[src/rtl/exec_pkg.sv]
// Shared types for the execution-phase sequencer: one-hot phase codes,
// sub-phase states, enter-request priority order and memory-phase test.
package exec_pkg;

  typedef enum logic [9:0] {
    PH_NONE = 10'b0000000000,
    PH_PP   = 10'b0000000001,
    PH_WS   = 10'b0000000010,
    PH_WZ   = 10'b0000000100,
    PH_WE   = 10'b0000001000,
    PH_WP   = 10'b0000010000,
    PH_WA   = 10'b0000100000,
    PH_WR   = 10'b0001000000,
    PH_WW   = 10'b0010000000,
    PH_WM   = 10'b0100000000,
    PH_WX   = 10'b1000000000
  } phase_t;

  typedef enum logic [1:0] {
    SP_IDLE,
    SP_S1,
    SP_MW,
    SP_S2
  } subph_t;

  localparam int unsigned N_ENTER = 9;

  // Request vector bit i selects ENTER_PRIO[i]; lower index wins.
  localparam phase_t ENTER_PRIO [N_ENTER] = '{
    PH_WP, PH_WA, PH_WE, PH_WZ, PH_WS, PH_WR, PH_WW, PH_WM, PH_WX
  };

  function automatic logic is_mem_phase(input phase_t p);
    return (p == PH_WR) || (p == PH_WW) || (p == PH_WM);
  endfunction

endpackage

[src/rtl/exec_seq_prio.sv]
// Priority encoder for the decoder's enter-phase requests: one-hot next
// phase plus flags for "any request" and "more than one request".
module exec_prio
  import exec_pkg::*;
(
  input  logic [N_ENTER-1:0] ew,
  output phase_t             next_phase,
  output logic               any_req,
  output logic               multi_req
);

  always_comb begin
    next_phase = PH_NONE;
    any_req    = 1'b0;
    multi_req  = 1'b0;
    for (int unsigned i = 0; i < N_ENTER; i++) begin
      if (ew[i]) begin
        if (any_req) multi_req = 1'b1;
        else         next_phase = ENTER_PRIO[i];
        any_req = 1'b1;
      end
    end
  end

endmodule

[src/rtl/exec_seq.sv]
// Execution-phase sequencer: holds the one-hot phase register, strobes each
// phase (or runs the memory handshake) and selects the next phase or end.
module exec_seq
  import exec_pkg::*;
#(
  parameter int unsigned MEM_TIMEOUT = 64,
  parameter int unsigned TO_W        = 7
) (
  input  logic clk_sys,
  input  logic clr_,
  input  logic start,
  input  logic ewa,
  input  logic ewp,
  input  logic ewe,
  input  logic ewz,
  input  logic ews,
  input  logic ewr,
  input  logic ewm,
  input  logic eww,
  input  logic ewx,
  input  logic ekc_1_,
  input  logic ekc_2_,
  input  logic mem_ok,
  output logic pp_,
  output logic ws_,
  output logic wz_,
  output logic we_,
  output logic wp_,
  output logic wa_,
  output logic wr_,
  output logic ww_,
  output logic wm_,
  output logic wx_,
  output logic strob1,
  output logic strob2,
  output logic mem_req,
  output logic kc,
  output logic busy,
  output logic alarm
);

  subph_t          sp, sp_nxt;
  phase_t          phase, phase_nxt;
  logic [TO_W-1:0] cnt, cnt_nxt;
  logic            kc_nxt, alarm_nxt;

  phase_t          prio_phase;
  logic            any_req, multi_req;

  exec_prio u_prio (
    .ew         ({ewx, ewm, eww, ewr, ews, ewz, ewe, ewa, ewp}),
    .next_phase (prio_phase),
    .any_req    (any_req),
    .multi_req  (multi_req)
  );

  always_ff @(posedge clk_sys or negedge clr_) begin
    if (!clr_) begin
      sp    <= SP_IDLE;
      phase <= PH_NONE;
      cnt   <= '0;
      kc    <= 1'b0;
      alarm <= 1'b0;
    end else begin
      sp    <= sp_nxt;
      phase <= phase_nxt;
      cnt   <= cnt_nxt;
      kc    <= kc_nxt;
      alarm <= alarm_nxt;
    end
  end

  // An accepted start loads PP while still in IDLE; the loaded phase then
  // arms S1 on the following edge, giving PP one extra flagged cycle.
  always_comb begin
    sp_nxt    = sp;
    phase_nxt = phase;
    cnt_nxt   = cnt;
    kc_nxt    = 1'b0;
    alarm_nxt = alarm;
    unique case (sp)
      SP_IDLE: begin
        if (phase != PH_NONE) sp_nxt = SP_S1;
        else if (start)       phase_nxt = PH_PP;
      end
      SP_S1: begin
        sp_nxt = is_mem_phase(phase) ? SP_MW : SP_S2;
      end
      SP_MW: begin
        if (mem_ok) begin
          sp_nxt  = SP_S2;
          cnt_nxt = '0;
        end else if (cnt == TO_W'(MEM_TIMEOUT - 1)) begin
          sp_nxt    = SP_IDLE;
          phase_nxt = PH_NONE;
          cnt_nxt   = '0;
          alarm_nxt = 1'b1;
        end else begin
          cnt_nxt = cnt + 1'b1;
        end
      end
      SP_S2: begin
        if (!ekc_1_ || !ekc_2_) begin
          sp_nxt    = SP_IDLE;
          phase_nxt = PH_NONE;
          kc_nxt    = 1'b1;
        end else if (any_req) begin
          sp_nxt    = SP_S1;
          phase_nxt = prio_phase;
          if (multi_req) alarm_nxt = 1'b1;
        end else begin
          sp_nxt    = SP_IDLE;
          phase_nxt = PH_NONE;
          alarm_nxt = 1'b1;
        end
      end
      default: begin
        sp_nxt    = SP_IDLE;
        phase_nxt = PH_NONE;
      end
    endcase
  end

  always_comb begin
    strob1  = (sp == SP_S1);
    strob2  = (sp == SP_S2);
    mem_req = (sp == SP_MW) || ((sp == SP_S1) && is_mem_phase(phase));
    busy    = (sp != SP_IDLE) || (phase != PH_NONE);
    {wx_, wm_, ww_, wr_, wa_, wp_, we_, wz_, ws_, pp_} = ~phase;
  end

endmodule

[config.mk]
export PLATFORM = sky130hd
export DESIGN_NAME = exec_seq
export DESIGN_NICKNAME = d
export VERILOG_FILES = /design/src/rtl/exec_pkg.sv /design/src/rtl/exec_seq_prio.sv /design/src/rtl/exec_seq.sv
export SDC_FILE = /design/constraint.sdc
export NUM_CORES = 1
export LEC_CHECK = 0
export BUFFER_PORTS_ARGS = -buffer_cell sky130_fd_sc_hd__buf_2
export CELL_PAD_IN_SITES_DETAIL_PLACEMENT = 1
export CELL_PAD_IN_SITES_GLOBAL_PLACEMENT = 1
export CORE_ASPECT_RATIO = 0.6
export CORE_MARGIN = 2
export CORE_UTILIZATION = 38
export DETAILED_ROUTE_END_ITERATION = 12
export PLACE_DENSITY_LB_ADDON = 0.1
export SLEW_MARGIN = 20
export SYNTH_ARGS = -nofsm -noshare
export SYNTH_HDL_FRONTEND = slang
export SYNTH_SLANG_ARGS = --single-unit
[constraint.sdc]
create_clock -name clk_sys -period 2.1 [get_ports clk_sys]
set_input_delay 0.105 -clock clk_sys [delete_from_list [all_inputs] [get_ports clk_sys]]
set_output_delay 0.105 -clock clk_sys [all_outputs]
set_load 0.02 [all_outputs]
* After elaboration in Yosys (flattened, before gate mapping)
Index checks and enable logic that the tools add are counted.
** Cells by class
- Shift operators :: 0
- Multiply operators :: 0
- Multiplexer cells :: 66
- Bitwise operators :: 1
- $lt $le $gt $ge :: 0
- Reductions and logical operators :: 16
- Div/mod/pow operators :: 0
- Equality and inequality tests :: 15
- Add/subtract/negate cells :: 1
** Operators by type and width (count)
- $mux 10 :: 21
- $mux 1 :: 35
- $pmux 10 s3 :: 1
- $mux 7 :: 2
- $ne 2x2->1 const B :: 6
- $eq 10x7->1 const B :: 1
- $eq 10x8->1 const B :: 1
- $eq 10x9->1 const B :: 1
- $not 10->10 :: 1
- $reduce_and 5->1 :: 2
- $reduce_bool 10->1 :: 1
- $pmux 2 s4 :: 1
- $add 7x1->7 const B :: 1
- $eq 7x6->1 const B :: 1
- $mux 2 :: 3
- $mux 6 :: 1
- $logic_or 1x1->1 :: 5
- $mux 5 :: 1
- $eq 2x2->1 const B :: 2
- $reduce_bool 2->1 :: 2
- $ne 3x2->1 const B :: 1
- $ne 3x3->1 const B :: 1
- $reduce_bool 3->1 :: 1
- $eq 2x1->1 const B :: 1
- other kinds (5) :: 6
** Storage, ports and cells
- Latch bits :: 0
- Memories :: 0
- ROM bits :: 0
- Register bits after elaboration :: 21
- RAM bits :: 0
- Input bits :: 15

* Depth between registers and ports, before layout
Gate-level depths: netlist of the first run.
- Depth after elaboration :: 21
- Gate-level depth with buffers :: 6
- Mapped depth without buffers :: 5

* Modules after synthesis
Synthesis of the first run repeated with hierarchy kept, for this count alone.
** Unflattened totals
- Cells, all modules :: 140
- Area total of the unflattened synthesis :: 1255.0 sq um
** Modules (own cells, without submodules)
- exec_seq :: sequential area each 525.5 sq um, area an instance 1064.8 sq um, instances 1, cells each 111
- exec_prio :: sequential area each 0.0 sq um, area an instance 190.2 sq um, instances 1, cells each 29

* Least setup slack after synthesis of the first run
OpenSTA, ideal clock, no wires.
- Path type :: reg-to-reg
- From :: reg cnt[0]
- To :: reg phase[1]
- Setup slack :: 482 ps
- Library setup time :: 122 ps
- Stages on the path, launching flop included :: 7
- Period minus slack after synthesis :: 1618 ps
- Buffers on the path :: 1
- Data arrival time :: 1496 ps
- Path through :: dfrtp_1 -> ha_1 -> and4_1 -> buf_2 -> a41oi_1 -> a211o_1 -> a32o_1
** On the way
- Cells in the longest elaborated chain, start to end :: 3
** Ends and longest elaborated chain
- start, declared :: RTL line exec_seq.sv:44 : logic [TO_W-1:0] cnt, cnt_nxt;
- start signal, assigned :: RTL line exec_seq.sv:67 : cnt <= cnt_nxt;
- $eq 7x6->1 :: RTL line exec_seq.sv:93 : end else if (cnt == TO_W'(MEM_TIMEOUT - 1)) begin
- $ne 2x2->1 (no source line)
- $reduce_and 5->1 (no source line)
- end signal, assigned :: RTL line exec_seq.sv:66 : phase <= phase_nxt;
- end, declared :: RTL line exec_seq.sv:43 : phase_t phase, phase_nxt;
Every way passes these cells.
A chain may end at the register's enable or synchronous reset.

* Worst setup path in the final report of the first run
- From :: reg cnt[0]
- To :: reg phase[9]
The elaborated chain is that of the path after synthesis.

==> results of run 1 <==
final cells by class:
cell class	instances	area [um2]
clock buffers	4	45.0
fillers	388	1470
inverters	20	75.1
multi-input cells	91	594
flip-flops and latches	21	526
well taps	42	52.6
repair buffers	34	183
per-layer routing:
metal	vias up	share of wire
li1	555	-
met1	565	0.56
met2	34	0.37
met3	4	0.062
met4	0	0.0066
met5	-	0
where the power goes:
part	total [mW]	internal (mW)	switching (mW)
sequential	0.540	0.477	0.0632
combinational	0.643	0.235	0.408
clock	0.270	0.135	0.135
total	1.45	0.848	0.606
how the worst max path moves through the flow:
stage	startpoint	end
2_1_floorplan	cnt[0]$_DFFE_PN0P_	phase[1]$_DFFE_PN0P_
3_3_place_gp	cnt[0]$_DFFE_PN0P_	phase[9]$_DFFE_PN0P_
3_5_place_dp	cnt[0]$_DFFE_PN0P_	phase[9]$_DFFE_PN0P_
4_1_cts	cnt[0]$_DFFE_PN0P_	phase[9]$_DFFE_PN0P_
5_1_grt	cnt[0]$_DFFE_PN0P_	phase[9]$_DFFE_PN0P_
6_report	cnt[0]$_DFFE_PN0P_	phase[9]$_DFFE_PN0P_
through the flow:
stage / utilization / setup WS [ps] / instance area, um2 / hold slack [ps] / instances
after floorplan: - / 482 / 1210 / -191 / 136
after global placement: 0.482 / 382 / 1420 / 89.9 / 207
after detailed placement: 0.482 / 286 / 1420 / 99.0 / 207
after CTS: 0.501 / 272 / 1480 / 15.8 / 212
after global routing: 0.501 / 113 / 1480 / 18.7 / 212
final: 0.501 / 228 / 1480 / 20.0 / 212
cells by family (layout without fill, tap and decap cells):
logic type | after synthesis | after routing
AND/OR/NAND/NOR | 47 | 47
AO/OA/AOI/OAI | 40 | 40
buffers and inverters | 24 | 58
flip-flops | 21 | 21
XOR/XNOR | 3 | 3
adder cells (fa/ha/maj) | 1 | 1
sequential cells by signal, indices dropped and copies added (netlist names):
name   count
phase     10
cnt        7
alarm      1
kc         1
sp         2
placed cells by master (no fill, tap or decap), types with 2 or more instances in the layout:
| cell | count |
|---|---|
| a211o_1 | 2 |
| a21oi_1 | 5 |
| a22o_1 | 3 |
| a32o_1 | 6 |
| and4_1 | 2 |
| buf_2 | 30 |
| buf_4 | 3 |
| clkbuf_8 | 3 |
| dfrtp_1 | 21 |
| inv_1 | 20 |
| nand2_1 | 11 |
| nand2b_1 | 2 |
| nand3_1 | 4 |
| nand4_1 | 3 |
| nor2_1 | 12 |
| nor2b_1 | 3 |
| nor3_1 | 5 |
| o21ai_0 | 13 |
| xnor2_1 | 2 |
==> reports/results.tsv, run 1 <==
metric	value	unit
synth warn	0	
EDFF count, synth	0	
ordered list of cells on the worst path	ha_1 -> and4_1 -> a41oi_1 -> a211o_1 -> a32o_1	
post-synthesis compound-gate area fraction	0.248	
CP Launch Type	flip-flop	
Hold Path End	kc$_DFF_PN0_	
clk slew on worst S/H paths	70	ps
Die H	47.7	um
biggest area consumer among synthesized cells	dfrtp_1	
remaining antenna violation count	0	
Final Skew	1.23	ps
drt initial violations	82	
Ports	31	
first-pass GRT wire length	5630	um
hpwl dp	2800	um
Worst-Margin Slew	496	ps
largest net degree at the start of global routing	22	
CTS Root Cell	clkbuf_8	
proportion of layout cells with a drive suffix above 1	0.253	
Slew Limit Fails	0	
post-synthesis mux area share	0	
top post-synthesis cells by count	dfrtp_1 (21), inv_1 (20), o21ai_0 (13), nor2_1 (12), nand2_1 (11)	
Tot Pwr	1.45	mW
largest family of logic cells by synthesized area	compound AO/OA/AOI/OAI gates	
library cells used by synthesis	36	
area share of the largest cell type after synthesis	0.434	
CTS buffer count	3	
reg2reg start	cnt[0]$_DFFE_PN0P_	
Post-Syn Area	1210	um2
Post-Synthesis Cells	136	
post-synthesis simple-gate area fraction	0.211	
CP Class	reg -> reg	
Area Overhead vs Synth	21.8	%
Hold WC Path Type	in -> reg	
Worst path max stage delay	420	ps
GRT busiest layer	met1	
Worst Reg2Reg Path Length in Cells	5	
drt total wl	3510	um
fin nets	187	
core region area	2950	um2
Synth async-reset ratio	1.00	
Clock Latency Late Sink	260	ps
Leakage Power	0.690	nW
met2 Usage GRT	0.263	
H-tree depth	1	
CTS tree	yes	
Final Hold Vio Count	0	
Slowest-stage cell, CP	dfrtp_1	
Arr. time, crit path	2030	ps
Max Clk Rate	0.534	GHz
Post-CTS Resized	0	
flops & latches, synth	21	
Hold Crit Start	ekc_1_	
Avg Cell Area, Syn	8.91	um2
outcome	finished clean	
post-synthesis adder-cell area fraction	0.0103	
CP Depth	5	
Synth area leaders	dfrtp_1 (43%), inv_1 (6.2%), o21ai_0 (5.4%)	
worst reg2reg path endpoint	phase[9]$_DFFE_PN0P_	
Max-slew headroom	0.667	
Ant. Diodes	0	
vias in the first global route	1031	
num rows	15	
crit-path leading delay family	compound AO/OA/AOI/OAI gates	
maximum VDD drop	457	uV
share of the yosys chip area belonging to registers	0.434	
die area	3670	um2
DR DRC count	0	
vias per cell	5.46	
post-synthesis xor/xnor area fraction	0.0217	
CP Data Required Time	2250	ps
clock sink count	21	
RSZ-0062 raised after global routing	no	
GRT overflow	0	
Initial Util	0.411	
# hold bufs at CTS	1	
crit share post-route	0.891	
Crit. End Element	flip-flop	
WP buf/inv	0	
post-CTS setup buffer count	0	
Clock Tree Buf Depth	2	
dominant synthesized flop cell	dfrtp_1	
Syn Nets	152	
via count	1158	
I/O Buffers	30	
reg-to-reg slack, setup	230	ps
drt pass-1 iters	4	
min Tclk post-route	1870	ps
routed len/inst	16.6	um
final setup violation count	0	
most common cell in the synthesized netlist	dfrtp_1	
maxcap violations	0	
met3 GRT Util	0.0547	
Die X	76.9	um
Pwr per Cell Area	985	nW/um2
met1 GRT Util	0.331	
Hold Path Cell Cnt	2	
TNS Setup	0	ps
routability cong.	0.836	
initial antenna violation count	0	
gr usage total	0.207	
Critical Path Fanout Max	6	
No activity file was read; power rests on OpenSTA's default activity.
==> inputs of run 2 (changes only) <==
--- a/config.mk
+++ b/config.mk
@@ -5,12 +5,13 @@
 export SDC_FILE = /design/constraint.sdc
 export NUM_CORES = 1
 export LEC_CHECK = 0
+export ABC_AREA = 1
 export BUFFER_PORTS_ARGS = -buffer_cell sky130_fd_sc_hd__buf_2
 export CELL_PAD_IN_SITES_DETAIL_PLACEMENT = 1
 export CELL_PAD_IN_SITES_GLOBAL_PLACEMENT = 1
 export CORE_ASPECT_RATIO = 0.6
 export CORE_MARGIN = 2
-export CORE_UTILIZATION = 38
+export CORE_UTILIZATION = 36
 export DETAILED_ROUTE_END_ITERATION = 12
 export PLACE_DENSITY_LB_ADDON = 0.1
 export SLEW_MARGIN = 20
==> reports/results.tsv, run 2 <==
metric	value	unit	change
drt pass-1 iters	4		unchanged
Ant. Diodes	0		unchanged
final setup violation count	0		unchanged
library cells used by synthesis	23		-36%
CP startpoint	phase[5]$_DFFE_PN0P_		
reg2reg start	cnt[0]$_DFFE_PN0P_		
gr usage total	0.214		+0.00780
Synth async-reset ratio	1.00		unchanged
first-pass GRT wire length	6380	um	+13%
hpwl dp	3070	um	+9.4%
final non-filler cell total	260		+23%
Hold WC Path Type	in -> reg		
Clock Tree Buf Depth	2		unchanged
vias per cell	4.87		-11%
top post-synthesis cells by count	nand2_1 (60), inv_1 (35), dfrtp_1 (21), nor2_1 (19), nand3_1 (16)		
Synth area leaders	dfrtp_1 (42%), nand2_1 (18%), inv_1 (11%)		
routability cong.	0.799		-4.5%
dpl cells	255		+23%
Post-Synthesis Cells	180		+32%
drt total wl	3770	um	+7.6%
maximum VDD drop	327	uV	-28%
area share of the largest cell type after synthesis	0.420		-0.0135
ordered list of cells on the worst path	nor2_1 -> nand3_1 -> nor2_1 -> nand2_1 -> nand2_1 -> nand2_1 -> nand2_1 -> buf_2		
maxcap violations	0		unchanged
Post-Syn Area	1250	um2	+3.2%
routed len/inst	14.5	um	-12%
crit share post-route	0.786		-0.106
most frequent cells in the layout	nand2_1 (60), inv_1 (35), buf_2 (30)		
Max Clk Rate	0.606	GHz	+13%
core region area	3280	um2	+11%
Clock Latency Late Sink	270	ps	about the same
min Tclk post-route	1650	ps	-222 ps
EDFF count, synth	0		unchanged
post-synthesis mux area share	0		unchanged
Critical Path Fanout Max	3		-3
post-CTS setup buffer count	0		unchanged
Final Skew	0.738	ps	-0.490 ps
Avg Cell Area, Syn	6.94	um2	-22%
CP Launch Type	flip-flop		
synth warn	0		unchanged
CTS buffer count	3		unchanged
Initial Util	0.381		-0.0303
Syn Nets	196		+29%
DP Area	1460	um2	+2.6%
Worst path max stage delay	400	ps	-20 ps
Hold Crit Start	ewp		
Slowest-stage cell, CP	dfrtp_1		
met2 wire len	1610	um	+26%
num rows	16		+1
Arr. time, crit path	1540	ps	-490 ps
crit-path most repeated cell	nand2_1		
Ports	31		unchanged
max reg flops	10		unchanged
# hold bufs at CTS	1		unchanged
Pwr per Cell Area	1020	nW/um2	+4.0%
post-synthesis simple-gate area fraction	0.392		+0.182
share of the yosys chip area belonging to registers	0.420		-0.0135
crit-path leading delay family	simple AND/OR/NAND/NOR gates		
initial antenna violation count	0		unchanged
post-synthesis adder-cell area fraction	0.0100		-0.000321
I/O Buffers	30		unchanged
Die X	80.1	um	+4.1%
clk slew on worst S/H paths	80	ps	about the same
outcome	finished clean		
GRT overflow	0		unchanged
remaining antenna violation count	0		unchanged
largest net degree at the start of global routing	22		unchanged
Final Hold Vio Count	0		unchanged
biggest area consumer among synthesized cells	dfrtp_1		
Layout fillers	459		+18%
CTS tree	yes		
M1 WL	1920	um	-3.2%
dominant synthesized flop cell	dfrtp_1		
Leakage Power	0.854	nW	+24%
vias in the first global route	1285		+25%
largest family of logic cells by synthesized area	simple AND/OR/NAND/NOR gates		
most common cell after layout, fill and taps aside	nand2_1		
via count	1266		+9.3%
Post-Layout Inst Area	1510	um2	+2.5%
Max-slew headroom	0.678		+0.0110
Top reg by flops	phase		
most common cell in the synthesized netlist	nand2_1		
RSZ-0062 raised after global routing	no		
Area Overhead vs Synth	21.0	%	
H-tree depth	1		unchanged
CP Class	reg -> out		
Post-CTS Resized	0		unchanged
WP buf/inv	1		+1
Top Registers	phase: 10 flops, cnt: 7 flops, sp: 2 flops		
met3 wire length	158	um	-28%
CTS Root Cell	clkbuf_8		
fin nets	232		+24%
CP Data Required Time	2000	ps	-250 ps
flops & latches, synth	21		unchanged
DR DRC count	0		unchanged
drt initial violations	71		-13%
DR top layer	met4		
post-synthesis compound-gate area fraction	0.0410		-0.207
Worst-Margin Slew	483	ps	-12.7 ps
clock sink count	21		unchanged
die area	3980	um2	+8.3%
Slew Limit Fails	0		unchanged
post-synthesis xor/xnor area fraction	0.0280		+0.00633
TNS Setup	0	ps	unchanged
Die H	49.6	um	+4.0%
proportion of layout cells with a drive suffix above 1	0.186		-0.0669
Crit. End Element	output port		
## run 2: power by group
group          leakage, nW  switching, mW  internal [mW]  total (mW)
sequential           0.278         0.0751          0.481       0.556
combinational        0.551          0.495          0.221       0.716
clock               0.0255          0.145          0.133       0.278
total                0.854          0.715          0.834        1.55
## run 2: layout make-up
class / count / area [um2] / share of cell area
repair buffers: 31 / 160 / 0.106
clock inverters: 1 / 5.00 / 0.00331
clock buffers: 3 / 41.3 / 0.0273
inverters: 36 / 135 / 0.0893
flip-flops and latches: 21 / 526 / 0.347
multi-input cells: 123 / 589 / 0.390
well taps: 45 / 56.3 / 0.0372
## run 2: worst paths after layout
path | end | cells past startpoint | slack (ps)
min in group asynchronous | alarm$_DFFE_PN0P_ | 2 | 360
worst max-delay path | mem_req | 8 | 450
worst max register to register | phase[4]$_DFFE_PN0P_ | 8 | 520
worst min register to register | alarm$_DFFE_PN0P_ | 2 | 470
max in group asynchronous | phase[1]$_DFFE_PN0P_ | 2 | 1410
worst min-delay path | phase[4]$_DFFE_PN0P_ | 3 | 130
## run 2: kinds of logic (layout without fill, tap and decap cells)
family	Yosys count	after routing
AOI/OAI and AO/OA	9	9
xor gates and xnor gates	4	4
adders and majority gates	1	1
buffers and inverters	36	71
DFF	21	21
and+or+nand+nor	109	109
## run 2: layer usage
layer | vias to the layer above | global-route usage
met2 | 30 | 0.306
met5 | - | 0
li1 | 623 | -
met3 | 8 | 0.0476
met4 | 0 | 0.0819
met1 | 605 | 0.315
## run 2: worst register-to-register path: stages, from the launching register on
cell,delay [ps]
dfrtp_1,400
ha_1,200
nand3_1,130
nor2_1,150
nand3b_1,110
nand2_1,170
nand3_4,150
nand2_1,100
nand2_1,50
## run 2: metrics by stage
| step | utilization | worst slack (ps) | hold slack [ps] | total power, mW |
|---|---|---|---|---|
| after floorplan | - | 765 | -191 | 1.05 |
| final | 0.461 | 450 | 131 | 1.55 |
| after CTS | 0.461 | 431 | 124 | 1.56 |
| after global routing | 0.461 | 264 | 151 | 1.68 |
| after detailed placement | 0.444 | 520 | 97.0 | 1.28 |
| after global placement | 0.444 | 640 | 104 | 1.24 |
